--- config.mk ---
export PLATFORM = sky130hd
export DESIGN_NAME = hazard_ctrl
export DESIGN_NICKNAME = d
export VERILOG_FILES = /design/src/rtl/cpu_ctrl_pkg.sv /design/src/rtl/muldiv_seq.sv /design/src/rtl/hazard_ctrl.sv
export SDC_FILE = /design/constraint.sdc
export NUM_CORES = 1
export LEC_CHECK = 0
export ABC_AREA = 1
export BUFFER_PORTS_ARGS = -buffer_cell sky130_fd_sc_hd__buf_2
export CORE_MARGIN = 3
export CORE_UTILIZATION = 47
export CTS_CLUSTER_DIAMETER = 100
export CTS_CLUSTER_SIZE = 28
export DETAILED_ROUTE_END_ITERATION = 10
export PLACE_DENSITY = 0.85
export SYNTH_ARGS = -nofsm -noshare
export SYNTH_HDL_FRONTEND = slang
export SYNTH_SLANG_ARGS = --single-unit
--- constraint.sdc ---
create_clock -name clk_i -period 1.64 [get_ports clk_i]
set_input_delay 0.082 -clock clk_i [delete_from_list [all_inputs] [get_ports clk_i]]
set_output_delay 0.082 -clock clk_i [all_outputs]
set_load 0.005 [all_outputs]
--- src/rtl/cpu_ctrl_pkg.sv ---
// Shared definitions for the pipeline hazard controller: mul/div FSM encoding,
// stall counter limit and the register-dependency compare.
package cpu_ctrl_pkg;

    typedef enum logic [1:0] {
        IDLE = 2'b00,
        BUSY = 2'b01,
        DONE = 2'b10
    } md_state_e;

    localparam logic [15:0] STALL_CNT_MAX = 16'hFFFF;

    // r0 is hardwired zero, so a write to it never creates a dependency.
    function automatic logic reg_match(input logic [4:0] dst, input logic [4:0] rs,
                                       input logic [4:0] rt, input logic uses_rt);
        return (dst != 5'd0) && ((dst == rs) || (uses_rt && (dst == rt)));
    endfunction

endpackage

--- src/rtl/muldiv_seq.sv ---
// Multi-cycle mul/div sequencer: launches the unit, holds the pipeline for
// MD_LATENCY cycles, then lets the mul/div instruction advance.
module muldiv_seq
    import cpu_ctrl_pkg::*;
#(
    parameter int MD_LATENCY = 4
) (
    input  logic clk_i,
    input  logic rst_i,
    input  logic start_req,
    input  logic hold,
    output logic md_start,
    output logic md_busy,
    output logic md_stall
);

    localparam logic [3:0] CNT_INIT = 4'(MD_LATENCY - 2);

    md_state_e  state_q, state_d;
    logic [3:0] cnt_q, cnt_d;

    always_comb begin
        state_d  = state_q;
        cnt_d    = cnt_q;
        md_start = 1'b0;
        md_stall = 1'b0;
        case (state_q)
            IDLE: begin
                if (start_req) begin
                    md_stall = 1'b1;
                    // Another hazard blocks the launch; retry once it clears.
                    if (!hold) begin
                        md_start = 1'b1;
                        state_d  = BUSY;
                        cnt_d    = CNT_INIT;
                    end
                end
            end
            BUSY: begin
                md_stall = 1'b1;
                if (cnt_q == 4'd0) state_d = DONE;
                else               cnt_d   = cnt_q - 4'd1;
            end
            DONE: begin
                if (!hold) state_d = IDLE;
            end
            default: state_d = IDLE;
        endcase
    end

    assign md_busy = (state_q == BUSY);

    always_ff @(posedge clk_i or negedge rst_i) begin
        if (!rst_i) begin
            state_q <= IDLE;
            cnt_q   <= 4'd0;
        end else begin
            state_q <= state_d;
            cnt_q   <= cnt_d;
        end
    end

endmodule

--- src/rtl/hazard_ctrl.sv ---
// Pipeline hazard controller: load-use, branch-operand and mul/div stalls,
// branch/jump flush, and a saturating stall-cycle counter.
module hazard_ctrl
    import cpu_ctrl_pkg::*;
#(
    parameter int MD_LATENCY = 4
) (
    input  logic        clk_i,
    input  logic        rst_i,
    input  logic [4:0]  ID_RegRs,
    input  logic [4:0]  ID_RegRt,
    input  logic        ID_UsesRt,
    input  logic        ID_Branch,
    input  logic        ID_BranchTaken,
    input  logic        ID_Jump,
    input  logic        ID_MulDiv,
    input  logic        EX_MemRead,
    input  logic        EX_RegWrite,
    input  logic [4:0]  EX_RegRd,
    input  logic        MEM_MemRead,
    input  logic [4:0]  MEM_RegRd,
    output logic        PC_Write,
    output logic        IFID_Write,
    output logic        IFID_Flush,
    output logic        IDEX_Bubble,
    output logic        MD_Start,
    output logic        MD_Busy,
    output logic [15:0] StallCount
);

    logic ex_match, mem_match;
    logic load_use, branch_stall, md_stall, stall;
    logic [15:0] stall_cnt_q, stall_cnt_d;

    always_comb begin
        ex_match     = reg_match(EX_RegRd, ID_RegRs, ID_RegRt, ID_UsesRt);
        mem_match    = reg_match(MEM_RegRd, ID_RegRs, ID_RegRt, ID_UsesRt);
        load_use     = EX_MemRead & ex_match;
        // Branches resolve in ID, so they also wait on an ALU result in EX
        // and on a load still in MEM.
        branch_stall = ID_Branch & ((EX_RegWrite & ex_match) | (MEM_MemRead & mem_match));
    end

    muldiv_seq #(
        .MD_LATENCY(MD_LATENCY)
    ) u_muldiv_seq (
        .clk_i    (clk_i),
        .rst_i    (rst_i),
        .start_req(ID_MulDiv),
        .hold     (load_use | branch_stall),
        .md_start (MD_Start),
        .md_busy  (MD_Busy),
        .md_stall (md_stall)
    );

    always_comb begin
        stall       = load_use | branch_stall | md_stall;
        PC_Write    = ~stall;
        IFID_Write  = ~stall;
        IDEX_Bubble = stall;
        IFID_Flush  = (ID_BranchTaken | ID_Jump) & ~stall;
        stall_cnt_d = stall_cnt_q;
        if (stall && (stall_cnt_q != STALL_CNT_MAX)) stall_cnt_d = stall_cnt_q + 16'd1;
    end

    assign StallCount = stall_cnt_q;

    always_ff @(posedge clk_i or negedge rst_i) begin
        if (!rst_i) stall_cnt_q <= 16'd0;
        else        stall_cnt_q <= stall_cnt_d;
    end

endmodule

==> metrics.md, run 1 <==
| Metric | Value |
|---|---|
| Sequential-to-total area share from yosys stat | `31.3%` |
| CP Class | `flip-flop to flip-flop` |
| Final core occ | `73.0%` |
| Worst hold path class | `primary input to asynchronous set/reset pin` |
| First-pass GRT wire length | `7330 µm` |
| Share of synthesized registers carrying an async set or reset | `100%` |
| Drt first pass iters | `4` |
| CTS root buf | `clkbuf_8` |
| First DRT Iteration DRCs | `129` |
| Reg clk slew, reported paths | `0.08 ns` |
| Total CTS buffers | `3` |
| Top post-synthesis cells by count | `nand2_1 (108), inv_1 (43), nand3_1 (36)` |
| Final min period | `1.63 ns` |
| Dominant cell type by area after synthesis | `dfrtp_1` |
| Initial Util | `50.8%` |
| CTS H-tree lvls | `1` |
| Final TNS setup | `0 ns` |
| Area occupied by multi-input gates | `0.00115 mm²` |
| Synth-to-Final Area Change | `43.9%` |
| Worst setup EP type | `flip-flop` |
| Post-synth EDFFs | `0` |
| IO buf count | `51` |
| Largest net degree at the start of global routing | `23` |
| Startpoint Class | `flip-flop` |
| GRT overflow | `0` |
| Final setup viols | `0` |
| Placer Congestion | `0.885` |
| Clk Latency, worst-skew pair | `0.27 ns` |
| Per-cell routed wire length | `12.1 µm` |
| Die area | `0.00452 mm²` |
| Yosys warns | `0` |
| Fin nets | `396` |
| CTS tree | `done` |
| Area after DPL | `0.00227 mm²` |
| Crit path max fanout | `4` |
| Reg area | `551 µm²` |
| Die span in x | `67.2 µm` |
| Die Y | `67.2 µm` |
| Setup WS pre-CTS | `-0.0246 ns` |
| WHS | `0.308 ns` |
| Final hold violations | `0` |
| FP Rows | `21` |
| Slew margin rel. | `65.8%` |
| Maxcap violations | `0` |
| #FFs+latches synth | `22` |
| Max IR drop VDD | `915 µV` |
| Final WS setup | `0.00510 ns` |
| Pwr/cell area | `1050 mW/mm²` |
| Unrepaired setup endpoints after global routing | `true` |
| Vias in the first global route | `1726` |
| # DRC | `0` |
| Clock Skews | `0.00312 ns` |
| Ant. Diodes | `0` |
| Leak | `1.48 nW` |
| WP data required | `1.81 ns` |
| Placed cells | `396` |
| Cell area after layout | `0.00253 mm²` |
| Outcome | `complete, no violations` |
| Post-Syn Instances | `279` |
| Fmax | `612 MHz` |
| Synth cell types | `22` |
| Pins Over Slew Limit | `0` |
| Detailed-route via count | `2000` |
| Final std cells w/o fill | `408` |
| Final worst-path cycle share | `99.7%` |
| Total core area | `0.00347 mm²` |
| Post-synthesis area per instance | `6.31 µm²` |
| I/O Pins | `52` |
| Tot GR Track Use | `21.1%` |
| Mapped cell area | `0.00176 mm²` |
| DP HPWL | `3410 µm` |
| Layout cells sized above 1 | `32.0%` |
| Least-Margin Pin Slew | `0.513 ns` |
| CP Data Arrival Time | `1.80 ns` |
| Post-synth top area share | `31.3%` |
| Filler cell count | `283` |
| Synthesized net count | `312` |
| Synth top area cells | `dfrtp_1 (31%), nand2_1 (23%), nand3_1 (10%), inv_1 (9.2%), xor2_1 (5.5%)` |
| TritonCTS sink count | `22` |
| Post-Route WL | `4950 µm` |
| Detail Route Antenna Nets | `0` |
| Most common cell in the synthesized netlist | `nand2_1` |
| Top_reg_cell synth | `dfrtp_1` |
| Clk buf depth | `2` |
| Antenna violations before repair | `0` |
| Via density | `4.90` |
| Total power | `2.66 mW` |
## worst max-delay path, cell delays in order (launching register included)
cell	delay (ns)
dfrtp_1	0.39
ha_4	0.17
nand3_4	0.09
nor3_4	0.15
nand2_2	0.10
nor2_4	0.11
nand4_4	0.10
buf_4	0.18
buf_16	0.12
nand3_1	0.07
nand2_1	0.05
## registers in the layout (all words and copies together), names as in the netlist
register              cells
StallCount               16
u_muldiv_seq.cnt_q        4
u_muldiv_seq.state_q      2
## worst paths after layout
kind / startpoint / end / slack [ns] / depth (start not counted)
setup / recovery: StallCount[1]$_DFFE_PN0P_ / StallCount[9]$_DFFE_PN0P_ / 0.005 / 10
hold / removal: rst_i / StallCount[10]$_DFFE_PN0P_ / 0.31 / 2
setup reg to reg: StallCount[1]$_DFFE_PN0P_ / StallCount[9]$_DFFE_PN0P_ / 0.005 / 10
hold reg to reg: u_muldiv_seq.cnt_q[0]$_DFFE_PN0P_ / u_muldiv_seq.cnt_q[0]$_DFFE_PN0P_ / 0.52 / 2
max in group asynchronous: rst_i / StallCount[15]$_DFFE_PN0P_ / 0.98 / 2
min in group clk_i: MEM_MemRead / u_muldiv_seq.state_q[1]$_DFFE_PN0P_ / 0.36 / 7
## cell families after synthesis
logic type	Yosys count	share of synthesized area (%)
DFF	22	31.3
and+or+nand+nor	183	44.8
AOI/OAI and AO/OA	5	1.63
adders and majority gates	3	2.13
buffers and inverters	48	11.2
xor gates and xnor gates	18	8.96
## routing by layer
layer  wire [µm]  global-route usage, %
met1        2100                   26.3
met2        2510                   37.3
met3         284                   3.66
met4          55                   5.82
met5           0                      0
## layout make-up
cell class                      count  area share, %
Inverter                           43           6.37
Tap cell                           46           2.27
Clock buffer                        4           2.17
Timing Repair Buffer               84           22.0
Multi-Input combinational cell    209           45.5
Sequential cell                    22           21.7
## cell usage in the layout (no fill, tap or decap), types with 2 or more instances in the layout
cell type	n
nand2_1	105
nor3_2	3
o21ai_0	2
nor2_1	23
nand3_1	22
dfrtp_1	22
nand4_1	3
nand3_2	13
nand2_2	4
nor2_2	2
xnor2_1	7
clkbuf_8	4
ha_1	2
inv_1	43
buf_2	51
buf_6	5
xor2_1	11
nor3_1	3
buf_4	25
## power by group
part / switching [mW] / total (mW) / leakage [nW] / internal [mW]
clock network: 0.185 / 0.400 / 0.0288 / 0.214
logic: 0.848 / 1.46 / 1.16 / 0.614
registers: 0.126 / 0.800 / 0.294 / 0.673
## what timing repair did
item / CTS / global route
gates cloned: 1 / 0
hold buffers: 1 / 0
endpoints found under the hold margin: 22 / 0
resized for setup: 5 / 24
setup buffers: 2 / 4
setup endpoints to repair: 20 / 25
pin swaps: 1 / 7
No activity file was read; power rests on OpenSTA's default activity.
==> run 2: changes to the inputs <==
--- a/config.mk
+++ b/config.mk
@@ -14,3 +14,3 @@
 export DETAILED_ROUTE_END_ITERATION = 10
-export PLACE_DENSITY = 0.85
+export PLACE_DENSITY = 0.74
 export SYNTH_ARGS = -nofsm -noshare
--- a/constraint.sdc
+++ b/constraint.sdc
@@ -3,2 +3,2 @@
 set_output_delay 0.082 -clock clk_i [all_outputs]
-set_load 0.005 [all_outputs]
+set_load 0.1 [all_outputs]
==> run 2 against run 1 <==
  * Global-route usage up 0.38 points
  * Largest power group unchanged
  * Core utilization decreased by 1.2 points
  * Non-clock buffer count down 11
  * Critical path depth down 1
==> metrics.md, run 2 (same netlist as run 1, synthesis figures left out) <==
| Metric | Value |
|---|---|
| Outcome | `complete, no violations` |
| Final worst-path cycle share | `99.3%` |
| Most frequent cells in the layout | `nand2_1 (107), buf_2 (46), inv_1 (41)` |
| WP data required | `1.79 ns` |
| Clk Latency, worst-skew pair | `0.27 ns` |
| TritonCTS sink count | `22` |
| Placer Congestion | `0.934` |
| Final std cells w/o fill | `397` |
| CTS root buf | `clkbuf_8` |
| Total power | `3.86 mW` |
| Fmax | `614 MHz` |
| Detailed-route via count | `1952` |
| Startpoint Class | `flip-flop` |
| Unrepaired setup endpoints after global routing | `true` |
| Layout cells sized above 1 | `31.3%` |
| Die span in x | `67.2 µm` |
| Worst hold path class | `primary input to asynchronous set/reset pin` |
| Initial Util | `50.8%` |
| DP HPWL | `3420 µm` |
| CP Data Arrival Time | `1.78 ns` |
| Detail Route Antenna Nets | `0` |
| Final min period | `1.63 ns` |
| Drt first pass iters | `5` |
| Placed cells | `384` |
| First DRT Iteration DRCs | `100` |
| Max reg flops | `16` |
| Die Y | `67.2 µm` |
| Worst setup EP type | `flip-flop` |
| FP Rows | `21` |
| Least-Margin Pin Slew | `0.486 ns` |
| Post-Route WL | `4770 µm` |
| Pins Over Slew Limit | `0` |
| CP Class | `flip-flop to flip-flop` |
| Via density | `4.92` |
| Antenna violations before repair | `0` |
| Final setup viols | `0` |
| Reg clk slew, reported paths | `0.08 ns` |
| GRT overflow | `0` |
| Final hold violations | `0` |
| Synth-to-Final Area Change | `41.5%` |
| Vias in the first global route | `1739` |
| Crit path max fanout | `7` |
| Maxcap violations | `0` |
| Setup WS pre-CTS | `-0.110 ns` |
| Max IR drop VDD | `1290 µV` |
| CTS tree | `done` |
| First-pass GRT wire length | `7420 µm` |
| Per-cell routed wire length | `12.0 µm` |
| IO buf count | `51` |
| Final WS setup | `0.0108 ns` |
| Commonest non-fill, non-tap cell in the layout | `nand2_1` |
| Clk buf depth | `2` |
| I/O Pins | `52` |
| Tot GR Track Use | `21.5%` |
| Die area | `0.00452 mm²` |
| CTS H-tree lvls | `1` |
| Fin nets | `385` |
| Clock Skews | `0.0114 ns` |
| Pwr/cell area | `1550 mW/mm²` |
| Leak | `1.42 nW` |
| Total CTS buffers | `3` |
| Largest net degree at the start of global routing | `23` |
| Ant. Diodes | `0` |
| Slew margin rel. | `67.6%` |
| # DRC | `0` |
| Final TNS setup | `0 ns` |
| Total core area | `0.00347 mm²` |
[run 2: changes by cell type in the layout (fill, tap and decap cells not counted), moves of 3 or more]
cell     before  now
buf_12        1    5
dfrtp_4       0    6
nand3_1      22   28
buf_2        51   46
dfrtp_2       0    6
nand3_2      13    6
dfrtp_1      22   10
buf_4        25   19
buf_6         5    2
[run 2: worst paths after layout]
kind                            depth (start not counted)  slack, ns                         startpoint                           endpoint
worst max-delay path                                    9       0.01          StallCount[1]$_DFFE_PN0P_          StallCount[0]$_DFFE_PN0P_
worst min-delay path                                    2       0.29                              rst_i          StallCount[9]$_DFFE_PN0P_
worst max register to register                          9       0.01          StallCount[1]$_DFFE_PN0P_          StallCount[0]$_DFFE_PN0P_
worst min register to register                          2       0.51  u_muldiv_seq.cnt_q[0]$_DFFE_PN0P_  u_muldiv_seq.cnt_q[0]$_DFFE_PN0P_
max in group asynchronous                               2       0.96                              rst_i          StallCount[0]$_DFFE_PN0P_
min in group clk_i                                      6       0.35                          ID_MulDiv  u_muldiv_seq.cnt_q[0]$_DFFE_PN0P_
[run 2: stage by stage]
step	hold WS, ns	area (µm²)	utilization (%)
final	0.295	2490	71.8
after global routing	0.349	2490	71.8
after detailed placement	0.0706	2290	66.0
after CTS	0.316	2380	68.7
after global placement	0.0687	2290	66.0
after floorplan	-0.214	1870	-
[run 2: layer usage]
layer	track usage [%]	vias to the layer above	wire length [µm]
met3	3.83	5	272
met4	7.34	0	58
met5	0	-	0
met1	27.4	887	2070
met2	36.4	59	2370
li1	-	1001	-
[run 2: power by group]
part / leakage, nW / switching, mW / internal [mW] / total [mW]
Clock: 0.0228 / 0.177 / 0.174 / 0.351
Sequential: 0.276 / 0.167 / 0.710 / 0.877
Combinational: 1.12 / 1.86 / 0.777 / 2.63
Total: 1.42 / 2.20 / 1.66 / 3.86
[run 2: final cells by class]
class / instances / area (µm²)
multi-input combinational: 209 / 1140
fill: 292 / 977
sequential: 22 / 581
timing repair buffer: 73 / 505
inverter: 43 / 165
tap: 46 / 57.6
clock buffer: 4 / 45.0
[run 2: what timing repair did]
item,in CTS,in global routing
setup endpoints to repair,10,21
hold buffers,1,0
cloned,0,0
pin swaps,1,11
resized for setup,4,14
hold endpoints to repair,22,0
setup buffers,2,6
[run 2: critical path, cell delays in order, from the launching register on]
cell and delay [ns]:
dfrtp_4 0.44, ha_4 0.15, nand3_4 0.09, nor3_4 0.15, nand2_2 0.10, nor2_4 0.11
nand4_4 0.16, buf_6 0.19, nand3_1 0.08, nand2_1 0.06
